[config.mk]
export PLATFORM = sky130hd
export DESIGN_NAME = predictor_ctrl
export DESIGN_NICKNAME = d
export VERILOG_FILES = /design/src/rtl/predictor_ctrl.sv
export SDC_FILE = /design/constraint.sdc
export NUM_CORES = 1
export LEC_CHECK = 0
export ABC_AREA = 1
export CAP_MARGIN = 20
export CORE_MARGIN = 3
export CORE_UTILIZATION = 45
export CTS_CLUSTER_DIAMETER = 60
export CTS_CLUSTER_SIZE = 40
export DETAILED_ROUTE_END_ITERATION = 6
export GPL_ROUTABILITY_DRIVEN = 0
export GPL_TIMING_DRIVEN = 0
export PLACE_DENSITY = 0.85
export SETUP_SLACK_MARGIN = 0.02
export SLEW_MARGIN = 0
export SYNTH_ARGS = -nofsm -noshare
export SYNTH_HDL_FRONTEND = slang
export SYNTH_SLANG_ARGS = --single-unit
export TNS_END_PERCENT = 10
[constraint.sdc]
create_clock -name clockIn -period 2 [get_ports clockIn]
set_input_delay 0.4 -clock clockIn [delete_from_list [all_inputs] [get_ports clockIn]]
set_output_delay 0.4 -clock clockIn [all_outputs]
set_load 0.01 [all_outputs]
[src/rtl/predictor_ctrl.sv]
// rtl/predictor_ctrl.sv - 2-bit BHT controller: init sweep, update FIFO, shared read-port arbitration
`timescale 1ns/1ps
module predictor_ctrl #(
    parameter int         INDEX_WIDTH = 12,
    parameter int         QUEUE_LOG   = 2,
    parameter logic [1:0] INIT_STATE  = 2'b01
) (
    input  logic                   clockIn,
    input  logic                   resetIn,
    input  logic                   lookupValid,
    input  logic [31:0]            lookupAddr,
    output logic                   lookupReady,
    output logic                   predictValid,
    output logic                   predictJump,
    input  logic                   updateValid,
    input  logic [31:0]            updateAddr,
    input  logic                   updateTaken,
    output logic                   updateReady,
    output logic                   busy,
    output logic                   tblReadEn,
    output logic [INDEX_WIDTH-1:0] tblReadIdx,
    input  logic [1:0]             tblReadData,
    output logic                   tblWriteEn,
    output logic [INDEX_WIDTH-1:0] tblWriteIdx,
    output logic [1:0]             tblWriteData
);
    localparam int                     DEPTH    = 1 << QUEUE_LOG;
    localparam logic [QUEUE_LOG:0]     FULL_CNT = (QUEUE_LOG+1)'(DEPTH);
    localparam logic [INDEX_WIDTH-1:0] LAST_IDX = '1;

    typedef enum logic {ST_INIT, ST_RUN} state_t;

    state_t                 state_q, state_d;
    logic [INDEX_WIDTH-1:0] sweep_idx_q, sweep_idx_d;
    logic [INDEX_WIDTH-1:0] fifo_idx_q [DEPTH];
    logic [INDEX_WIDTH-1:0] fifo_idx_d [DEPTH];
    logic [DEPTH-1:0]       fifo_taken_q, fifo_taken_d;
    logic [QUEUE_LOG-1:0]   wr_ptr_q, wr_ptr_d;
    logic [QUEUE_LOG-1:0]   rd_ptr_q, rd_ptr_d;
    logic [QUEUE_LOG:0]     count_q, count_d;
    logic                   update_ready_q, update_ready_d;
    logic                   rmw_valid_q, rmw_valid_d;
    logic [INDEX_WIDTH-1:0] rmw_idx_q, rmw_idx_d;
    logic                   rmw_taken_q, rmw_taken_d;
    logic                   lk_valid_q, lk_valid_d;
    logic                   fwd_hit_q, fwd_hit_d;
    logic [1:0]             fwd_data_q, fwd_data_d;

    logic                   in_run, fifo_full, fifo_empty;
    logic                   grant_head, grant_lookup, push, pop;
    logic [INDEX_WIDTH-1:0] lookup_idx, update_idx, head_idx;
    logic [1:0]             rd_data, rmw_new;
    logic                   unused_addr_bits;

    assign lookup_idx = lookupAddr[INDEX_WIDTH+1:2];
    assign update_idx = updateAddr[INDEX_WIDTH+1:2];
    assign head_idx   = fifo_idx_q[rd_ptr_q];
    assign unused_addr_bits = ^{lookupAddr[31:INDEX_WIDTH+2], lookupAddr[1:0],
                                updateAddr[31:INDEX_WIDTH+2], updateAddr[1:0]};

    // A full FIFO steals the port from lookups so updates can never deadlock.
    always_comb begin
        in_run       = (state_q == ST_RUN);
        fifo_full    = (count_q == FULL_CNT);
        fifo_empty   = (count_q == '0);
        grant_head   = in_run && (fifo_full || (!lookupValid && !fifo_empty));
        grant_lookup = in_run && !fifo_full && lookupValid;
        push         = updateValid && update_ready_q;
        pop          = grant_head;
    end

    // The RAM returns pre-write data on a same-cycle collision; substitute the value written then.
    always_comb begin
        rd_data = fwd_hit_q ? fwd_data_q : tblReadData;
        if (rmw_taken_q) begin
            rmw_new = (rd_data == 2'b11) ? 2'b11 : rd_data + 2'b01;
        end else begin
            rmw_new = (rd_data == 2'b00) ? 2'b00 : rd_data - 2'b01;
        end
    end

    assign busy         = !in_run;
    assign lookupReady  = in_run && !fifo_full;
    assign updateReady  = update_ready_q;
    assign predictValid = lk_valid_q;
    assign predictJump  = lk_valid_q && rd_data[1];
    assign tblReadEn    = grant_head || grant_lookup;
    assign tblReadIdx   = grant_head ? head_idx : lookup_idx;
    assign tblWriteEn   = !in_run || rmw_valid_q;
    assign tblWriteIdx  = in_run ? rmw_idx_q : sweep_idx_q;
    assign tblWriteData = in_run ? rmw_new : INIT_STATE;

    always_comb begin
        state_d      = state_q;
        sweep_idx_d  = sweep_idx_q;
        fifo_idx_d   = fifo_idx_q;
        fifo_taken_d = fifo_taken_q;
        wr_ptr_d     = wr_ptr_q;
        rd_ptr_d     = rd_ptr_q;
        count_d      = count_q;

        if (state_q == ST_INIT) begin
            sweep_idx_d = sweep_idx_q + 1'b1;
            if (sweep_idx_q == LAST_IDX) begin
                state_d = ST_RUN;
            end
        end

        if (push) begin
            fifo_idx_d[wr_ptr_q]   = update_idx;
            fifo_taken_d[wr_ptr_q] = updateTaken;
            wr_ptr_d               = wr_ptr_q + 1'b1;
        end
        if (pop) begin
            rd_ptr_d = rd_ptr_q + 1'b1;
        end
        case ({push, pop})
            2'b10:   count_d = count_q + 1'b1;
            2'b01:   count_d = count_q - 1'b1;
            default: count_d = count_q;
        endcase

        update_ready_d = (count_d != FULL_CNT) && (state_d == ST_RUN);
        rmw_valid_d    = grant_head;
        rmw_idx_d      = head_idx;
        rmw_taken_d    = fifo_taken_q[rd_ptr_q];
        lk_valid_d     = grant_lookup;
        fwd_hit_d      = tblReadEn && tblWriteEn && (tblReadIdx == tblWriteIdx);
        fwd_data_d     = tblWriteData;
    end

    always_ff @(posedge clockIn) begin
        if (resetIn) begin
            state_q        <= ST_INIT;
            sweep_idx_q    <= '0;
            wr_ptr_q       <= '0;
            rd_ptr_q       <= '0;
            count_q        <= '0;
            update_ready_q <= 1'b0;
            rmw_valid_q    <= 1'b0;
            lk_valid_q     <= 1'b0;
            fwd_hit_q      <= 1'b0;
        end else begin
            state_q        <= state_d;
            sweep_idx_q    <= sweep_idx_d;
            wr_ptr_q       <= wr_ptr_d;
            rd_ptr_q       <= rd_ptr_d;
            count_q        <= count_d;
            update_ready_q <= update_ready_d;
            rmw_valid_q    <= rmw_valid_d;
            lk_valid_q     <= lk_valid_d;
            fwd_hit_q      <= fwd_hit_d;
        end
    end

    always_ff @(posedge clockIn) begin
        fifo_idx_q   <= fifo_idx_d;
        fifo_taken_q <= fifo_taken_d;
        rmw_idx_q    <= rmw_idx_d;
        rmw_taken_q  <= rmw_taken_d;
        fwd_data_q   <= fwd_data_d;
    end
endmodule

# Word level (Yosys, flattened, before mapping)
# Index checks and enable logic that the tools add are counted.
[totals]
regBits = 91
input_bits = 71
out_inout_bits = 33
word_cells = 80
[classes]
addsub = 7
magnitude_cmp = 6
n_eq_ne = 7
n_mux = 21
n_bitwise = 2
n_reduce_logical = 20
[op_table]
columns = ["operator", "n"]
rows = [
  ["$mux W12", 5],
  ["$bwmux W48", 1],
  ["$bmux W12 S2", 1],
  ["$demux W12 S2", 1],
  ["$add A12 B1 Y12 const B", 1],
  ["$eq A12 B12 Y1", 1],
  ["$eq A12 B12 Y1 const B", 1],
  ["$logic_and A1 B1 Y1", 11],
  ["$mux W2", 5],
  ["$add A2 B1 Y2 const B", 3],
  ["$ge A3 B3 Y1 const B", 2],
  ["$lt A2 B3 Y1 const B", 2],
  ["$not A2 Y3", 2],
  ["$pmux W3 S2", 1],
  ["$bwmux W4", 1],
  ["$eq A2 B2 Y1 const B", 2],
  ["$logic_not A1 Y1", 4],
  ["$mux W1", 4],
  ["$add A3 B1 Y3 const B", 1],
  ["$eq A3 B3 Y1 const B", 1],
  ["$logic_not A3 Y1", 1],
  ["$logic_or A1 B1 Y1", 3],
  ["$lt A3 B1 Y1 const B", 1],
  ["$ne A3 B3 Y1 const B", 1],
  ["other kinds (7)", 7],
]

# Depth between registers and ports, before layout
# Gate-level depths: netlist of run 1.
[logic_depth]
depth_word = 9
ltp_mapped = 15
ltp_nobuf = 13

# Least setup slack after synthesis of run 1
# Ideal clock, no wire load.
[synth_timing]
path_kind = "register to register"
start = "reg count_q[0]"
end = "reg update_ready_q (netlist: updateReady)"
setup_ps = 127
arrival_time_ps = 1878
t_required_ps = 1873
slack_ps = -6
stages_incl_launch_ff = 13
path_buffers = 1
period_less_slack_ps = 2006
path_cell_list = "dfxtp_1 > nor2_1 > nand2_1 > nand2_1 > nor2_1 > buf_2 > ha_1 > inv_1 > fa_1 > a21oi_1 > o21ai_0 > xor2_1 > a31oi_1"
[synth_via]
elab_chain_cells = 9
elab_cells_between_ends = 13
cone_classes = "2 x add/sub; 4 x eq/ne; 1 x mux; 6 x reduce/logical"
[synth_rtl]
columns = ["item", "line", "text"]
rows = [
  ["from (decl)", "40", "logic [QUEUE_LOG:0] count_q, count_d;"],
  ["from (signal assigned)", "148", "count_q <= count_d;"],
  ["$logic_not A3 Y1", "65", "fifo_empty = (count_q == '0);"],
  ["$logic_not A1 Y1", "66", "grant_head = in_run && (fifo_full || (!lookupValid && !fifo_empty));"],
  ["$logic_and A1 B1 Y1", "66", ""],
  ["$logic_or A1 B1 Y1 (*)", "66", ""],
  ["$logic_and A1 B1 Y1 (*)", "66", ""],
  ["via grant_head", "50", "logic grant_head, grant_lookup, push, pop;"],
  ["$eq A2 B1 Y1 or $eq A2 B2 Y1 (tied branches)", "117", "case ({push, pop})"],
  ["$pmux W3 S2 (*)", "117", ""],
  ["$ne A3 B3 Y1 (*)", "123", "update_ready_d = (count_d != FULL_CNT) && (state_d == ST_RUN);"],
  ["$logic_and A1 B1 Y1 (*)", "123", ""],
  ["to (signal assigned)", "149", "update_ready_q <= update_ready_d;"],
  ["to (decl)", "41", "logic update_ready_q, update_ready_d;"],
]
# Mark *: on every way through the listed nets, which the timed path passes. The rest lies on a longest branch.
# A chain may end at the register's enable or synchronous reset.

# Worst setup path after layout of run 1
# Ends and elaborated chain as after synthesis.

==> out/qor.csv, run 1 <==
stage,metric,value,unit
die,DIE AREA,0.0106,mm2
placement,"worst slack, placed",-0.688,ns
logic_synthesis,sequential-to-total area share from yosys stat,0.554,
run,Max-Cap Viols,0,
logic_synthesis,synthesized flop and latch total,91,
critical_path,CP peak stage delay,0.38,ns
timing,Pins Over Slew Limit,0,
drt,Post-DRT Antenna Nets,0,
critical_path,Setup crit end kind,register,
clock_tree,Worst-path clk slew,0.10,ns
die,Row Count,34,
logic_synthesis,asr flop ratio synth,0,
final_layout,Fill cells,710,
clock_tree,clk buf depth,2,
drt,Post-Route WL,10800,um
logic_synthesis,mean post-synth cell area,8.46,um2
logic_synthesis,Synthesized Nets,578,
drt,Vias,3664,
final_layout,final net count,674,
global_routing,initial antenna violation count,0,
logic_synthesis,post-synth top area share,0.369,
die,Vert. Die Dim,103,um
clock_tree,number of buffers created by CTS,9,
power,Lkg Pwr,2.38,nW
timing,Worst Max-Slew Pin Slew,0.758,ns
run_status,failing checks,negative setup slack,
placement,Inst Count DP,675,
final_layout,Area Overhead vs Synth,30.4,%
critical_path,crit-path cells,"o21ai_4, nand2_2, nor2_4, buf_6, ha_4, inv_4, fa_2, a21oi_2, o21ai_2, xor2_1, a31oi_1",
critical_path,CP Class,reg2reg,
power,Max VDD drop,0.326,mV
timing,fin crit share,1.06,
global_routing,total gr overflow,0,
run_status,status,finished with violations,
drt,DRC viols,0,
drt,DRT iter0 DRCs,184,
global_routing,met3 usage,0.0440,
clock_tree,Sink Count,91,
logic_synthesis,Synth top cells by count,"nand2_1 (133), inv_1 (64), nor2_1 (60)",
placement,Port Buffers,63,
timing,fin crit period,2.12,ns
critical_path,FF-to-FF setup slack,-0.12,ns
die,Die Wd,103,um
clock_tree,CTS tree,done,
clock_tree,clk root buf,clkbuf_8,
global_routing,largest net degree at the start of global routing,16,
critical_path,Worst EP arrival,2.41,ns
logic_synthesis,synthesized instance count,500,
logic_synthesis,"area leader, netlist",edfxtp_1,
global_routing,Total GRT Usage,0.207,
logic_synthesis,post-synthesis cell type count,32,
timing,Setup-failing EPs final,12,
critical_path,crit path max fanout,6,
clock_tree,htree depth,3,
final_layout,"Cell Count, Final, Fillers Out",709,
logic_synthesis,YS warnings,0,
critical_path,worst path bufs/invs,2,
drt,DR pass1 iterations,5,
die,Core Region,0.00893,mm2
final_layout,layout cell share with drive strength beyond 1,0.211,
die,Initial Utilization,0.473,
placement,Post-DP HPWL,7460,um
global_routing,vias in the first global route,3553,
logic_synthesis,cell with the most instances after synthesis,nand2_1,
logic_synthesis,"EDFF count, synth",52,
power,pwr/cell area,587,mW/mm2
clock_tree,clk_lat worst skew,0.36,ns
timing,Slew headroom,0.493,
final_layout,fin util,0.617,
logic_synthesis,ys flop type,edfxtp_1,
timing,f_max,471,MHz
global_routing,global-route wire length before repair,16600,um
timing,Worst Skew,0.0168,ns
timing,Hold Fails Final Rpt,0,
global_routing,GRT met1 Usage,0.232,
critical_path,slowest CP cell,dfxtp_4,
timing,Final WS setup,-0.121,ns
critical_path,Worst Path Required,2.29,ns
global_routing,"Most Used Layer, Global Route",met2,
final_layout,ant diodes,0,
die,# IOs,104,
timing,RSZ-0062 raised after global routing,true,
global_routing,GR met2 Demand/Resource,0.370,
drt,routed len/inst,15.2,um
critical_path,kind of start point of the critical path,register,
critical_path,Worst path top cell family by delay,compound AO/OA/AOI/OAI gates,
hold_path,worst min path class,in2reg,
logic_synthesis,synth top area cells,"edfxtp_1 (37%), dfxtp_1 (18%), nand2_1 (12%)",
drt,Via density,5.17,
power,Tot Pwr,3.24,mW
logic_synthesis,Netlist Area Pre-Place,0.00423,mm2
[what timing repair did]
| action | CTS | global route |
|---|---|---|
| pin swaps | 5 | 15 |
| resized for setup | 106 | 53 |
| hold buffers | 0 | 0 |
| endpoints found under the hold margin | 0 | 0 |
| endpoints found under the setup margin | 33 | 27 |
| setup buffers | 8 | 9 |
| gates cloned | 1 | 0 |
[area by class of cell]
| type | instances | area, um2 | share of cell area |
|---|---|---|---|
| sequential | 91 | 2360 | 0.427 |
| timing repair buffer | 85 | 748 | 0.136 |
| tap | 108 | 135 | 0.0245 |
| buffer | 18 | 181 | 0.0329 |
| inverter | 68 | 265 | 0.0481 |
| clock inverter | 6 | 38.8 | 0.00703 |
| clock buffer | 10 | 128 | 0.0231 |
| multi-input combinational | 323 | 1660 | 0.301 |
[metal layers]
| layer | up-vias | routed length [um] |
|---|---|---|
| li1 | 1791 | - |
| met1 | 1714 | 4130 |
| met2 | 140 | 5660 |
| met3 | 19 | 734 |
| met4 | 0 | 251 |
| met5 | - | 0 |
[stage by stage]
stage	area, um2	hold slack [ns]	setup TNS, ns
after floorplan	4230	0.456	0
after global placement	5000	0.481	-29.96
after detailed placement	5040	0.489	-13.86
after CTS	5380	0.426	-1.80
after global routing	5520	0.487	-2.07
final	5520	0.485	-0.692
[logic make-up after synthesis]
| family | after synthesis | share of synthesized area |
|---|---|---|
| DFF | 91 | 0.554 |
| xor gates and xnor gates | 3 | 0.00621 |
| adders and majority gates | 7 | 0.0225 |
| and+or+nand+nor | 254 | 0.252 |
| AOI/OAI and AO/OA | 59 | 0.0781 |
| buffers and inverters | 86 | 0.0876 |
[worst paths after layout]
kind                                     from                     endpoint  cells past startpoint
setup / recovery        count_q[0]$_SDFF_PP0_       updateReady$_SDFF_PP0_                     11
hold / removal                    lookupValid      predictValid$_SDFF_PP0_                      3
setup reg to reg        count_q[0]$_SDFF_PP0_       updateReady$_SDFF_PP0_                     11
hold reg to reg   sweep_idx_q[5]$_SDFFE_PP0N_  sweep_idx_q[5]$_SDFFE_PP0N_                      2
[worst register-to-register path: stages, from the launching register on]
cell and delay, ns:
dfxtp_4 0.38, o21ai_4 0.17, nand2_2 0.09, nor2_4 0.13
buf_6 0.14, ha_4 0.14, inv_4 0.04, fa_2 0.38
a21oi_2 0.15, o21ai_2 0.08, xor2_1 0.17, a31oi_1 0.19
[placed cells by master (no fill, tap or decap), drive strengths merged, types with 4 or more instances in the layout]
| cell | n |
|---|---|
| clkbuf | 14 |
| buf | 51 |
| dfxtp | 39 |
| nor2 | 60 |
| o21ai | 27 |
| nand2 | 141 |
| edfxtp | 52 |
| a21oi | 18 |
| ha | 6 |
| o21a | 5 |
| nand3 | 28 |
| dlygate4sd2 | 15 |
| clkinv | 4 |
| nor3 | 7 |
| inv | 70 |
| clkdlybuf4s50 | 31 |
| or2 | 13 |
[power by group]
group	switching (mW)	leakage (nW)	internal, mW
Clock	0.616	0.0861	0.452
Combinational	0.0959	1.50	0.0969
Sequential	0.00501	0.790	1.97
[sequential cells by signal, summed over array words and instances, names as in the netlist]
signal,cells
fifo_idx_q,48
rmw_idx_q,12
sweep_idx_q,12
fifo_taken_q,4
count_q,3
fwd_data_q,2
rd_ptr_q,2
wr_ptr_q,2
fwd_hit_q,1
in_run,1
predictValid,1
rmw_taken_q,1
rmw_valid_q,1
updateReady,1
No activity file was read; power rests on OpenSTA's default activity.
==> run 2, diff against run 1 <==
--- a/config.mk
+++ b/config.mk
@@ -14,7 +14,7 @@
 export DETAILED_ROUTE_END_ITERATION = 6
 export GPL_ROUTABILITY_DRIVEN = 0
 export GPL_TIMING_DRIVEN = 0
-export PLACE_DENSITY = 0.85
+export PLACE_DENSITY = 0.86
 export SETUP_SLACK_MARGIN = 0.02
 export SLEW_MARGIN = 0
 export SYNTH_ARGS = -nofsm -noshare
==> out/qor.csv, run 2 (synthesis gave the netlist of run 1 again) <==
stage,metric,value,unit
die,Core Region,0.00893,mm2
power,Lkg Pwr,2.31,nW
drt,Vias,3653,
timing,Pins Over Slew Limit,0,
drt,Post-DRT Antenna Nets,0,
clock_tree,clk_lat worst skew,0.36,ns
die,DIE AREA,0.0106,mm2
drt,DRT iter0 DRCs,215,
placement,Post-DP HPWL,7500,um
placement,Post-DP Area,0.00504,mm2
global_routing,initial antenna violation count,0,
critical_path,worst path bufs/invs,2,
global_routing,total gr overflow,0,
power,Max VDD drop,0.464,mV
run_status,status,finished with violations,
final_layout,"most common cell after layout, fill and taps aside",nand2_1,
timing,Worst Max-Slew Pin Slew,0.696,ns
critical_path,Worst EP arrival,2.34,ns
placement,"worst slack, placed",-0.744,ns
drt,routed len/inst,15.2,um
final_layout,fin util,0.613,
final_layout,Largest regs,"fifo_idx_q: 48 flops, rmw_idx_q: 12 flops, sweep_idx_q: 12 flops",
timing,Setup-failing EPs final,12,
critical_path,CP peak stage delay,0.38,ns
die,Vert. Die Dim,103,um
die,# IOs,104,
drt,Via density,5.20,
drt,DR pass1 iterations,6,
clock_tree,Worst-path clk slew,0.09,ns
clock_tree,number of buffers inserted by hold repair at cts,0,
clock_tree,htree depth,3,
final_layout,"Cell Count, Final, Fillers Out",703,
die,Die Wd,103,um
global_routing,global-route wire length before repair,16700,um
timing,Slew headroom,0.534,
placement,Port Buffers,63,
timing,f_max,471,MHz
clock_tree,number of buffers created by CTS,9,
run,Max-Cap Viols,0,
power,pwr/cell area,592,mW/mm2
timing,RSZ-0062 raised after global routing,true,
final_layout,Area Overhead vs Synth,29.4,%
drt,DRC viols,0,
global_routing,Total GRT Usage,0.207,
final_layout,cell area after layout,0.00547,mm2
critical_path,slowest CP cell,dfxtp_4,
clock_tree,clk buf depth,2,
hold_path,worst min path class,in2reg,
timing,Worst Skew,0.0160,ns
timing,Hold Fails Final Rpt,0,
final_layout,max FFs per register,48,
final_layout,layout cell share with drive strength beyond 1,0.220,
critical_path,CP Class,reg2reg,
critical_path,Worst Path Required,2.22,ns
critical_path,Worst path top cell family by delay,compound AO/OA/AOI/OAI gates,
timing,Final WS setup,-0.121,ns
final_layout,ant diodes,0,
final_layout,"Most flops, register",fifo_idx_q,
timing,fin crit share,1.06,
run_status,failing checks,negative setup slack,
clock_tree,CTS tree,done,
die,Initial Utilization,0.473,
critical_path,Setup crit end kind,register,
drt,Post-Route WL,10700,um
clock_tree,Sink Count,91,
critical_path,crit-path cells,"o21ai_4, nand2_2, nor2_4, buf_6, ha_1, inv_2, fa_2, a21oi_2, o21ai_1, xor2_1, a31oi_1",
critical_path,crit path max fanout,4,
global_routing,largest net degree at the start of global routing,16,
die,Row Count,34,
global_routing,vias in the first global route,3625,
final_layout,final net count,668,
critical_path,kind of start point of the critical path,register,
timing,Hold WS,0.497,ns
placement,Inst Count DP,675,
final_layout,most frequent cells in the layout,"nand2_1 (114), inv_1 (63), nor2_1 (54)",
timing,fin crit period,2.12,ns
clock_tree,clk root buf,clkbuf_8,
==> run 2: what timing repair did <==
action                                  4_1_cts  5_1_grt
setup buffers                                10        2
pin swaps                                    11        8
gates resized for setup                     117       57
hold endpoints to repair                      0        0
endpoints found under the setup margin       32       29
==> run 2: stage by stage <==
step	TNS [ns]	total power [mW]
5_1_grt	-1.83	3.36
6_report	-0.767	3.24
2_1_floorplan	0	2.10
3_5_place_dp	-13.52	2.22
4_1_cts	-1.14	3.25
3_3_place_gp	-30.81	2.22
==> run 2: tightest hold or removal path, stage by stage <==
cell and delay [ns]:
dlygate4sd2_1 0.29, nand2_1 0.10, nor2_1 0.03
==> run 2: layout make-up <==
cell class	count	area (um2)
Fill cell	700	3460
Clock buffer	10	128
Clock inverter	6	38.8
Sequential cell	91	2360
Buffer	18	180
Inverter	68	263
Tap cell	108	135
Multi-Input combinational cell	323	1680
Timing Repair Buffer	79	696
==> run 2: final timing paths <==
check	start	end	slack, ns	cells past startpoint
hold reg to reg	sweep_idx_q[3]$_SDFFE_PP0N_	sweep_idx_q[3]$_SDFFE_PP0N_	0.52	2
setup reg to reg	count_q[1]$_SDFF_PP0_	updateReady$_SDFF_PP0_	-0.12	11
hold / removal	lookupValid	predictValid$_SDFF_PP0_	0.50	3
setup / recovery	count_q[1]$_SDFF_PP0_	updateReady$_SDFF_PP0_	-0.12	11
==> run 2: where the power goes <==
| part | switching, mW | internal [mW] | total, mW |
|---|---|---|---|
| Sequential | 0.00565 | 1.97 | 1.98 |
| Clock | 0.612 | 0.452 | 1.06 |
| Combinational | 0.0949 | 0.0998 | 0.195 |
| Total | 0.712 | 2.53 | 3.24 |
==> run 2: layer usage <==
layer | up-vias | global-route usage | wire (um)
li1 | 1776 | - | -
met1 | 1677 | 0.240 | 4000
met2 | 163 | 0.366 | 5550
met3 | 37 | 0.0501 | 755
met4 | 0 | 0.0827 | 396
met5 | - | 0 | 0
==> run 3, diff against run 2 <==
--- a/config.mk
+++ b/config.mk
@@ -8,13 +8,14 @@
 export ABC_AREA = 1
 export CAP_MARGIN = 20
 export CORE_MARGIN = 3
-export CORE_UTILIZATION = 45
+export CORE_UTILIZATION = 63
 export CTS_CLUSTER_DIAMETER = 60
 export CTS_CLUSTER_SIZE = 40
 export DETAILED_ROUTE_END_ITERATION = 6
+export DONT_BUFFER_PORTS = 1
 export GPL_ROUTABILITY_DRIVEN = 0
 export GPL_TIMING_DRIVEN = 0
-export PLACE_DENSITY = 0.86
+export PLACE_DENSITY = 0.88
 export SETUP_SLACK_MARGIN = 0.02
 export SLEW_MARGIN = 0
 export SYNTH_ARGS = -nofsm -noshare
==> constraint.sdc (replaced) <==
create_clock -name clockIn -period 2.2 [get_ports clockIn]
set_input_delay 0.44 -clock clockIn [delete_from_list [all_inputs] [get_ports clockIn]]
set_output_delay 0.44 -clock clockIn [all_outputs]
set_load 0.01 [all_outputs]
==> out/qor.csv, run 3 (synthesis gave the netlist of run 1 again) <==
stage,metric,value,unit
critical_path,CP peak stage delay,0.37,ns
critical_path,Worst path top cell family by delay,adder cells,
clock_tree,htree depth,3,
die,Initial Utilization,0.658,
critical_path,FF-to-FF setup slack,0.05,ns
timing,RSZ-0062 raised after global routing,true,
drt,Vias,3391,
global_routing,largest net degree at the start of global routing,16,
critical_path,R2R cell count,12,
die,# IOs,104,
critical_path,Worst EP arrival,2.39,ns
die,Die Wd,87.9,um
die,Core Region,0.00642,mm2
drt,DR pass1 iterations,5,
final_layout,"Cell Count, Final, Fillers Out",600,
hold_path,Hold Path End,rd_ptr_q[1]$_SDFFE_PP0N_,
final_layout,layout cell share with drive strength beyond 1,0.138,
final_layout,"Most flops, register",fifo_idx_q,
critical_path,crit-path cells,"nor2_1, nand2_1, nand2_1, nor2_2, buf_4, ha_1, inv_1, fa_2, a21oi_2, o21ai_1, xor2_1, a31oi_1",
global_routing,Total GRT Usage,0.264,
critical_path,Worst Path Required,2.44,ns
die,Vert. Die Dim,87.9,um
drt,DRC viols,0,
hold_path,worst min path class,in2reg,
critical_path,kind of start point of the critical path,register,
clock_tree,CTS tree,done,
drt,Post-DRT Antenna Nets,0,
final_layout,most frequent cells in the layout,"nand2_1 (131), inv_1 (64), nor2_1 (59)",
final_layout,final net count,596,
clock_tree,Sink Count,91,
global_routing,total gr overflow,0,
global_routing,global-route wire length before repair,15100,um
timing,fin crit share,0.978,
clock_tree,clk buf depth,2,
critical_path,reg-to-reg critical path startpoint,count_q[1]$_SDFF_PP0_,
timing,fin crit period,2.15,ns
timing,Worst Skew,0.00740,ns
critical_path,CP Class,reg2reg,
placement,Post-DP HPWL,6890,um
clock_tree,number of buffers created by CTS,9,
final_layout,Largest regs,"fifo_idx_q: 48 flops, rmw_idx_q: 12 flops, sweep_idx_q: 12 flops",
timing,Hold Fails Final Rpt,0,
critical_path,worst path bufs/invs,2,
critical_path,slowest CP cell,dfxtp_4,
timing,Setup-failing EPs final,0,
critical_path,Setup crit end kind,register,
timing,Pins Over Slew Limit,0,
global_routing,vias in the first global route,3279,
hold_path,min-delay src,resetIn,
final_layout,Fill cells,450,
placement,Port Buffers,0,
hold_path,Hold Crit Depth,1,
placement,Inst Count DP,581,
clock_tree,clk root buf,clkbuf_8,
timing,f_max,465,MHz
run_status,status,completed,
final_layout,max FFs per register,48,
power,Lkg Pwr,1.95,nW
power,Tot Pwr,3.23,mW
die,Row Count,29,
critical_path,cell mode on critical path,nand2_1,
clock_tree,clk_lat worst skew,0.36,ns
die,DIE AREA,0.00773,mm2
final_layout,"most common cell after layout, fill and taps aside",nand2_1,
final_layout,ant diodes,0,
drt,Via density,5.65,
drt,Post-Route WL,9910,um
run,Max-Cap Viols,0,
drt,DRT iter0 DRCs,220,
drt,routed len/inst,16.5,um
power,pwr/cell area,690,mW/mm2
timing,Worst Max-Slew Pin Slew,0.818,ns
critical_path,FF-to-FF End,updateReady$_SDFF_PP0_,
global_routing,initial antenna violation count,0,
power,Max VDD drop,0.599,mV
final_layout,Area Overhead vs Synth,10.6,%
timing,Slew headroom,0.453,
clock_tree,Worst-path clk slew,0.09,ns
critical_path,crit path max fanout,4,
clock_tree,number of buffers inserted by hold repair at cts,0,
-- run 3: cell types whose count changed in the layout (fill, tap and decap cells not counted), sizes merged --
cell / change
clkinvlp: +2
clkbuf: -7
dlygate4sd2: -8
clkdlybuf4s15: -2
clkdlybuf4s50: -32
inv: -2
buf: -21
bufinv: +3
dlymetal6s2s: -2
clkinv: -3
-- run 3: what timing repair did --
action	CTS	global route
pin swaps	0	3
endpoints found under the hold margin	0	0
buffers inserted	1	2
gates cloned	0	0
endpoints found under the setup margin	2	11
gates resized for setup	2	16
-- run 3: cell type report --
type,instances,area (um2),area share
inverter,68,258,0.0551
multi-input combinational,323,1540,0.329
timing repair buffer,7,67.6,0.0144
clock buffer,10,128,0.0273
tap,77,96.3,0.0206
sequential,91,2350,0.503
buffer,18,124,0.0265
clock inverter,6,114,0.0243
-- run 3: worst max-delay path by stage --
stage                             end  cells past startpoint             startpoint  slack [ns]
3_5_place_dp   updateReady$_SDFF_PP0_                     12  count_q[0]$_SDFF_PP0_       -0.12
2_1_floorplan  updateReady$_SDFF_PP0_                     11            lookupValid        0.17
5_1_grt                 tblReadIdx[8]                      8  count_q[1]$_SDFF_PP0_       -0.07
6_report       updateReady$_SDFF_PP0_                     12  count_q[1]$_SDFF_PP0_        0.05
3_3_place_gp   updateReady$_SDFF_PP0_                     11            lookupValid       -0.03
4_1_cts        updateReady$_SDFF_PP0_                     12  count_q[1]$_SDFF_PP0_        0.03
-- run 3: stage by stage --
step	util	TNS [ns]	instance area, um2	hold WS, ns	setup slack, ns
after floorplan	-	0	4230	0.456	0.165
after global placement	0.673	-0.0323	4330	0.481	-0.0305
after global routing	0.728	-0.527	4680	0.124	-0.0687
after CTS	0.720	0	4620	0.143	0.0251
after detailed placement	0.680	-0.233	4370	0.495	-0.123
final	0.728	0	4680	0.142	0.0475
-- run 3: metal layers --
metal | vias up | global-route usage | routed length [um]
met1 | 1539 | 0.290 | 3680
met3 | 34 | 0.0687 | 839
li1 | 1633 | - | -
met4 | 0 | 0.142 | 341
met2 | 185 | 0.466 | 5050
met5 | - | 0 | 0
-- run 3: report_power, final --
group          total (mW)  switching [mW]  internal (mW)
clock network        1.34           0.583          0.756
logic              0.0870          0.0602         0.0268
registers            1.80         0.00413           1.80
total                3.23           0.648           2.58
